==> config.mk <==
export PLATFORM = sky130hd
export DESIGN_NAME = fetch_stage_flat
export DESIGN_NICKNAME = d
export VERILOG_FILES = /design/src/rtl/fetch_stage_if.sv /design/src/rtl/fetch_stage.sv /design/src/flat_wrapper.sv
export SDC_FILE = /design/constraint.sdc
export NUM_CORES = 1
export LEC_CHECK = 0
export CORE_ASPECT_RATIO = 2
export CORE_MARGIN = 2
export CORE_UTILIZATION = 45
export CTS_CLUSTER_DIAMETER = 80
export CTS_CLUSTER_SIZE = 14
export DETAILED_ROUTE_END_ITERATION = 10
export PLACE_DENSITY = 0.86
export SETUP_SLACK_MARGIN = 0.3
export SYNTH_ARGS = -nofsm -noshare
export SYNTH_HDL_FRONTEND = slang
export SYNTH_SLANG_ARGS = --single-unit
==> constraint.sdc <==
create_clock -name clk -period 5.8 [get_ports clk]
set_input_delay 1.74 -clock clk [delete_from_list [all_inputs] [get_ports clk]]
set_output_delay 1.74 -clock clk [all_outputs]
set_load 0.02 [all_outputs]
==> src/rtl/fetch_stage_if.sv <==
// Instruction-memory request/acknowledge bus between the fetch stage and imem.
// Latency: none, wires only; imem_rdata is sampled on the edge where imem_ack=1.
// Backpressure: imem_req stays high with a stable imem_addr until acked.
interface fetch_stage_if;
    logic        imem_req;
    logic [31:0] imem_addr;
    logic        imem_ack;
    logic [31:0] imem_rdata;

    modport master (output imem_req, output imem_addr, input imem_ack, input imem_rdata);
    modport slave  (input imem_req, input imem_addr, output imem_ack, output imem_rdata);
endinterface

==> src/rtl/fetch_stage.sv <==
// Instruction fetch: holds the PC, issues one imem request at a time, registers word + PC.
// Latency: word is visible on o_instr the cycle after its imem ack; one dead cycle after reset.
// Backpressure: i_stall holds a valid word (HOLD, no request); redirects flush regardless of stall.
module fetch_stage #(
    parameter logic [31:0] RESET_PC  = 32'h0000_0000,
    parameter logic [31:0] NOP_INSTR = 32'h0000_0013
) (
    input  logic                 clk,
    input  logic                 rst_n,
    fetch_stage_if.master        imem,
    input  logic                 i_redirect,
    input  logic [31:0]          i_redirect_pc,
    input  logic                 i_stall,
    output logic [31:0]          o_instr,
    output logic [31:0]          o_instr_pc,
    output logic                 o_instr_valid,
    output logic [6:0]           o_opcode,
    output logic [2:0]           o_funct3,
    output logic                 o_misalign_err
);

    typedef enum logic [1:0] {S_IDLE, S_FETCH, S_HOLD, S_SQUASH} state_t;

    state_t      r_state, w_state_nxt;
    logic [31:0] r_pc, w_pc_nxt;
    logic [31:0] r_target, w_target_nxt;
    logic [31:0] r_instr, w_instr_nxt;
    logic [31:0] r_instr_pc, w_instr_pc_nxt;
    logic        r_valid, w_valid_nxt;
    logic        r_misalign, w_misalign_nxt;

    logic        w_req;
    logic        w_ack;
    logic        w_slot_free;
    logic [31:0] w_redir_tgt;

    // A request is outstanding in FETCH and SQUASH; ack without request is ignored.
    assign w_req       = (r_state == S_FETCH) || (r_state == S_SQUASH);
    assign w_ack       = w_req && imem.imem_ack;
    assign w_slot_free = !r_valid || !i_stall;
    assign w_redir_tgt = {i_redirect_pc[31:2], 2'b00};

    assign imem.imem_req  = w_req;
    assign imem.imem_addr = r_pc;

    assign o_instr        = r_instr;
    assign o_instr_pc     = r_instr_pc;
    assign o_instr_valid  = r_valid;
    assign o_opcode       = r_instr[6:0];
    assign o_funct3       = r_instr[14:12];
    assign o_misalign_err = r_misalign;

    // State and datapath registers; reset abandons any in-flight request.
    always_ff @(posedge clk or negedge rst_n) begin
        if (!rst_n) begin
            r_state    <= S_IDLE;
            r_pc       <= RESET_PC;
            r_target   <= RESET_PC;
            r_instr    <= NOP_INSTR;
            r_instr_pc <= 32'h0;
            r_valid    <= 1'b0;
            r_misalign <= 1'b0;
        end else begin
            r_state    <= w_state_nxt;
            r_pc       <= w_pc_nxt;
            r_target   <= w_target_nxt;
            r_instr    <= w_instr_nxt;
            r_instr_pc <= w_instr_pc_nxt;
            r_valid    <= w_valid_nxt;
            r_misalign <= w_misalign_nxt;
        end
    end

    // Next state: consume/capture per state, then redirect overrides everything outside IDLE.
    always_comb begin
        w_state_nxt    = r_state;
        w_pc_nxt       = r_pc;
        w_target_nxt   = r_target;
        w_instr_nxt    = r_instr;
        w_instr_pc_nxt = r_instr_pc;
        w_valid_nxt    = r_valid;
        w_misalign_nxt = r_misalign;

        // Downstream takes the word this edge; a fresh capture below replaces it.
        if (r_valid && !i_stall) begin
            w_valid_nxt = 1'b0;
            w_instr_nxt = NOP_INSTR;
        end

        case (r_state)
            S_IDLE: begin
                w_state_nxt = S_FETCH;
            end
            S_FETCH: begin
                if (!w_slot_free) begin
                    // Output slot occupied: leave the ack unsampled, refetch same PC later.
                    w_state_nxt = S_HOLD;
                end else if (w_ack) begin
                    w_instr_nxt    = imem.imem_rdata;
                    w_instr_pc_nxt = r_pc;
                    w_valid_nxt    = 1'b1;
                    w_pc_nxt       = r_pc + 32'd4;
                end
            end
            S_HOLD: begin
                if (!i_stall) begin
                    w_state_nxt = S_FETCH;
                end
            end
            S_SQUASH: begin
                // Wrong-path word is drained and dropped before fetching the target.
                if (w_ack) begin
                    w_pc_nxt    = r_target;
                    w_state_nxt = S_FETCH;
                end
            end
            default: begin
                w_state_nxt = S_IDLE;
            end
        endcase

        if (i_redirect && (r_state != S_IDLE)) begin
            w_valid_nxt    = 1'b0;
            w_instr_nxt    = NOP_INSTR;
            w_instr_pc_nxt = r_instr_pc;
            if (i_redirect_pc[1:0] != 2'b00) begin
                w_misalign_nxt = 1'b1;
            end
            if (w_req && !w_ack) begin
                w_pc_nxt     = r_pc;
                w_target_nxt = w_redir_tgt;
                w_state_nxt  = S_SQUASH;
            end else begin
                w_pc_nxt    = w_redir_tgt;
                w_state_nxt = S_FETCH;
            end
        end
    end

endmodule

==> src/flat_wrapper.sv <==
// flat-port wrapper written by rule: the top's interface ports become plain ports
module fetch_stage_flat 
#(
    parameter logic [31:0] RESET_PC  = 32'h0000_0000,
    parameter logic [31:0] NOP_INSTR = 32'h0000_0013
)
  (clk, rst_n, i_redirect, i_redirect_pc, i_stall, o_instr, o_instr_pc, o_instr_valid, o_opcode, o_funct3, o_misalign_err, imem_imem_req, imem_imem_addr, imem_imem_ack, imem_imem_rdata);
  fetch_stage_if imem_i ();
  input  logic clk;
  input  logic rst_n;
  input  logic i_redirect;
  input  logic [31:0] i_redirect_pc;
  input  logic i_stall;
  output logic [31:0] o_instr;
  output logic [31:0] o_instr_pc;
  output logic o_instr_valid;
  output logic [6:0] o_opcode;
  output logic [2:0] o_funct3;
  output logic o_misalign_err;
  output wire logic [$bits(imem_i.imem_req)-1:0] imem_imem_req;
  output wire logic [$bits(imem_i.imem_addr)-1:0] imem_imem_addr;
  input wire logic [$bits(imem_i.imem_ack)-1:0] imem_imem_ack;
  input wire logic [$bits(imem_i.imem_rdata)-1:0] imem_imem_rdata;
  assign imem_imem_req = imem_i.imem_req;
  assign imem_imem_addr = imem_i.imem_addr;
  assign imem_i.imem_ack = imem_imem_ack;
  assign imem_i.imem_rdata = imem_imem_rdata;
  fetch_stage #(.RESET_PC(RESET_PC), .NOP_INSTR(NOP_INSTR)) u_core (.clk(clk), .rst_n(rst_n), .imem(imem_i), .i_redirect(i_redirect), .i_redirect_pc(i_redirect_pc), .i_stall(i_stall), .o_instr(o_instr), .o_instr_pc(o_instr_pc), .o_instr_valid(o_instr_valid), .o_opcode(o_opcode), .o_funct3(o_funct3), .o_misalign_err(o_misalign_err));
endmodule
==> summary.md <==
| Metric | Value |
|---|---|
| Status | finished clean |
| IO Count | around 180 |
| Congestion Overflow GR | 0 |
| Vert. Die Dim | 170 um |
| YS warnings | 0 |
| Critical Path Start Type | input port |
| Synth Cell Area | between 6000 and 7000 um2 |
| Vias in the first global route | around 5,800 |
| Post-synth cell types | 61 |
| Layout Nets | 886 |
| Global routing usage on met3 | 0.0423 |
| Worst Setup Path Type | in -> reg |
| HP Class | reg -> reg |
| P_leak | 0.00359 uW |
| First-pass GRT wire length | 29,000 um |
| Worst relative slew slack | 0.237 |
| Worst Path Required | 6.12 ns |
| Pwr/cell area | 368 nW/um2 |
| Pin count of the biggest net entering global routing | 81 |
| Fraction of registers with async set/reset | 1.00 |
| Rows | 60 |
| Clock skew | 0.00958 ns |
| Reg-to-reg slack, setup | 3.10 ns |
| TritonCTS Buffers | 17 |
| Syn Area/Cell | 9.11 um2 |
| # diodes | 0 |
| CTS Sinks | around 130 |
| Final Hold Fails | 0 |
| Port Buffer Count | ~170 |
| Gates resized, CTS repair | 0 |
| Number of synthesized register bits | 126 |
| Max Fclk | ~250 MHz |
| Crit path time final | around 3.9 ns |
| Setup tns final | 0 ns |
| DRC viols | 0 |
| Worst reg-to-reg path cell count | 6 |
| CP endpoint | u_core.imem.imem_addr[12]$_DFFE_PN0P_ |
| Hpwl dp | roughly 12,000 um |
| Endpoint class of the critical path | flop |
| Root buf cell | clkbuf_16 |
| Worst reg2reg endpoint | u_core.imem.imem_addr[28]$_DFFE_PN0P_ |
| Crit-path max FO | 30 |
| Final cycle utilization of the critical path | 0.679 |
| RSZ-0062 raised after global routing | no |
| TritonRoute pass-1 iters | 5 |
| Top cells by area, synth | dfrtp_1 (50%), nand2_1 (9.5%), mux2_2 (5.1%), a21oi_1 (3.9%), nand3_1 (3.9%) |
| Proportion of layout cells with a drive suffix above 1 | 0.0965 |
| CTS HTree Levels | 4 |
| Met1 Use GR | 0.278 |
| Initial antenna violation count | 0 |
| Slew Limit Fails | 0 |
| GPL Wtd Cong | 0.844 |
| Core area | 13,400 um2 |
| Leading area contributor after synthesis | dfrtp_1 |
| Post-synth top cells | nand2_1 (157), dfrtp_1 (123), a21oi_1 (48), nand3_1 (48), clkbuf_1 (40) |
| Area grow syn2layout | 37.2% |
| Initial Util | 0.459 |
| CTS Hold Bufs | 0 |
| Final hold slack | 0.474 ns |
| Maximum vdd ir drop | 0.000285 V |
| Busiest grt layer | met2 |
| Worst Tran Pin Value | 1.14 ns |
| Detailed-route wire length | between 15,000 and 20,000 um |
| CTS tree | built |
| Worst-Skew Late Latency | ~0.42 ns |
| DR WL/cell | 18.4 um |
| Total track usage | 0.252 |
| Final setup vio count | 0 |
| Post-route ant nets | 0 |
| Beginning of the critical path | i_redirect |
| Gate Count Post-Synth | 678 |
| Crit path DAT | 4.26 ns |
| Die Area | 14,700 um2 |
| Initial DRC count | 386 |
| Die Width | 86.8 um |
| Seq/Total Area, Yosys | 0.511 |
| Most common cell in the netlist | nand2_1 |
| Number of flops mapped to enable cells by yosys | 0 |
| DR vias | 5,688 |
| Met2 usage | 0.447 |
| Synth top area share | 0.499 |
| Max clock buf depth | 2 |
| Reg2reg start | u_core.imem.imem_addr[2]$_DFFE_PN0P_ |
| Post-CTS Setup Inserts | 0 |
| Via density | 5.78 |
| Clock-pin slew of the registers on the worst-case setup and hold paths | 0.06 ns |
| Synth Flop Type | dfrtp_1 |
| Maxcap violations | 0 |
==> routing by layer <==
layer,part of all wire,routed length (um)
met2,0.54,9830
met3,0.051,926
met4,0.046,839
met5,0,0
met1,0.36,6500
==> area by class of cell <==
cell class              count  area (um2)
multi-input cells         482        2700
fillers                  1095        4970
repair buffers            180        1790
inverters                   9        33.8
clock inverters            15         173
well taps                 155         194
clock buffers              17         425
flip-flops and latches    126        3160
==> flip-flops by register name, summed over array words and instances, names as in the netlist <==
name                   count
u_core.imem.imem_addr     30
u_core.o_instr            32
u_core.o_instr_pc         30
u_core.o_instr_valid       1
u_core.o_misalign_err      1
u_core.r_state             2
u_core.r_target           30
==> power by group <==
part | total, uW | internal [uW] | switching, uW
registers | 1200 | 1040 | 162
logic | 840 | 393 | 447
clock network | 1080 | 672 | 405
total | 3120 | 2100 | 1010
==> worst max-delay path, cell delays in order <==
cell             delay (ns)
clkdlybuf4s50_1        0.56
nand3b_1               0.26
a21oi_1                0.28
or2_1                  0.85
buf_4                  0.31
a21oi_1                0.06
o22ai_1                0.19
==> kinds of logic (layout without fill, tap and decap cells) <==
logic type                 count (synthesis)  count (layout)  synth area share
muxes                                     29              29            0.0527
other                                      1               4          0.000607
buffers and inverters                     73             221            0.0543
xor gates and xnor gates                  14              14            0.0199
and+or+nand+nor                          293             293             0.219
AOI/OAI and AO/OA                        141             141             0.140
adders and majority gates                  1               1           0.00203
DFF                                      126             126             0.511
==> metrics by stage <==
stage	util	setup WS [ns]	total power, uW	instances	instance area (um2)
6_report	0.630	1.86	3120	984	8470
3_3_place_gp	0.586	1.65	2020	952	7870
4_1_cts	0.630	1.94	3130	984	8470
2_1_floorplan	-	2.59	1620	681	6180
3_5_place_dp	0.586	1.54	2050	952	7870
5_1_grt	0.630	1.70	3250	984	8470
==> how the worst min path moves through the flow <==
| stage | depth (start not counted) | from | to |
|---|---|---|---|
| after detailed placement | 2 | u_core.o_instr_pc[3]$_DFFE_PN0P_ | u_core.o_instr_pc[3]$_DFFE_PN0P_ |
| after floorplan | 2 | u_core.r_target[13]$_DFFE_PN0P_ | u_core.r_target[13]$_DFFE_PN0P_ |
| after global placement | 2 | u_core.o_instr_pc[16]$_DFFE_PN0P_ | u_core.o_instr_pc[16]$_DFFE_PN0P_ |
| final | 2 | u_core.o_instr_pc[21]$_DFFE_PN0P_ | u_core.o_instr_pc[21]$_DFFE_PN0P_ |
| after global routing | 2 | u_core.o_instr_pc[20]$_DFFE_PN0P_ | u_core.o_instr_pc[20]$_DFFE_PN0P_ |
| after CTS | 2 | u_core.o_instr_pc[15]$_DFFE_PN0P_ | u_core.o_instr_pc[15]$_DFFE_PN0P_ |
==> placed cells by master, fill, tap and decap left out, types with 3 or more instances in the layout <==
cell type,n
bufinv_16,3
nand3_1,47
inv_1,9
nand2_1,157
a221o_1,3
clkbuf_16,17
a32oi_1,6
a21oi_1,48
clkdlybuf4s50_1,172
o211ai_1,6
and3_1,8
dfstp_2,3
a31oi_1,7
clkinvlp_4,6
nand2b_1,4
nor3_1,7
nand4_1,9
a211oi_1,5
buf_4,7
conb_1,4
o22ai_1,5
xnor2_1,5
dfrtp_1,123
or3_1,3
mux2_2,28
nor2b_1,3
xor2_1,9
o31ai_1,5
clkinv_2,4
nor2_1,36
o311ai_0,3
o21ai_0,35
Note: power is estimated with default switching activity, not from simulation.
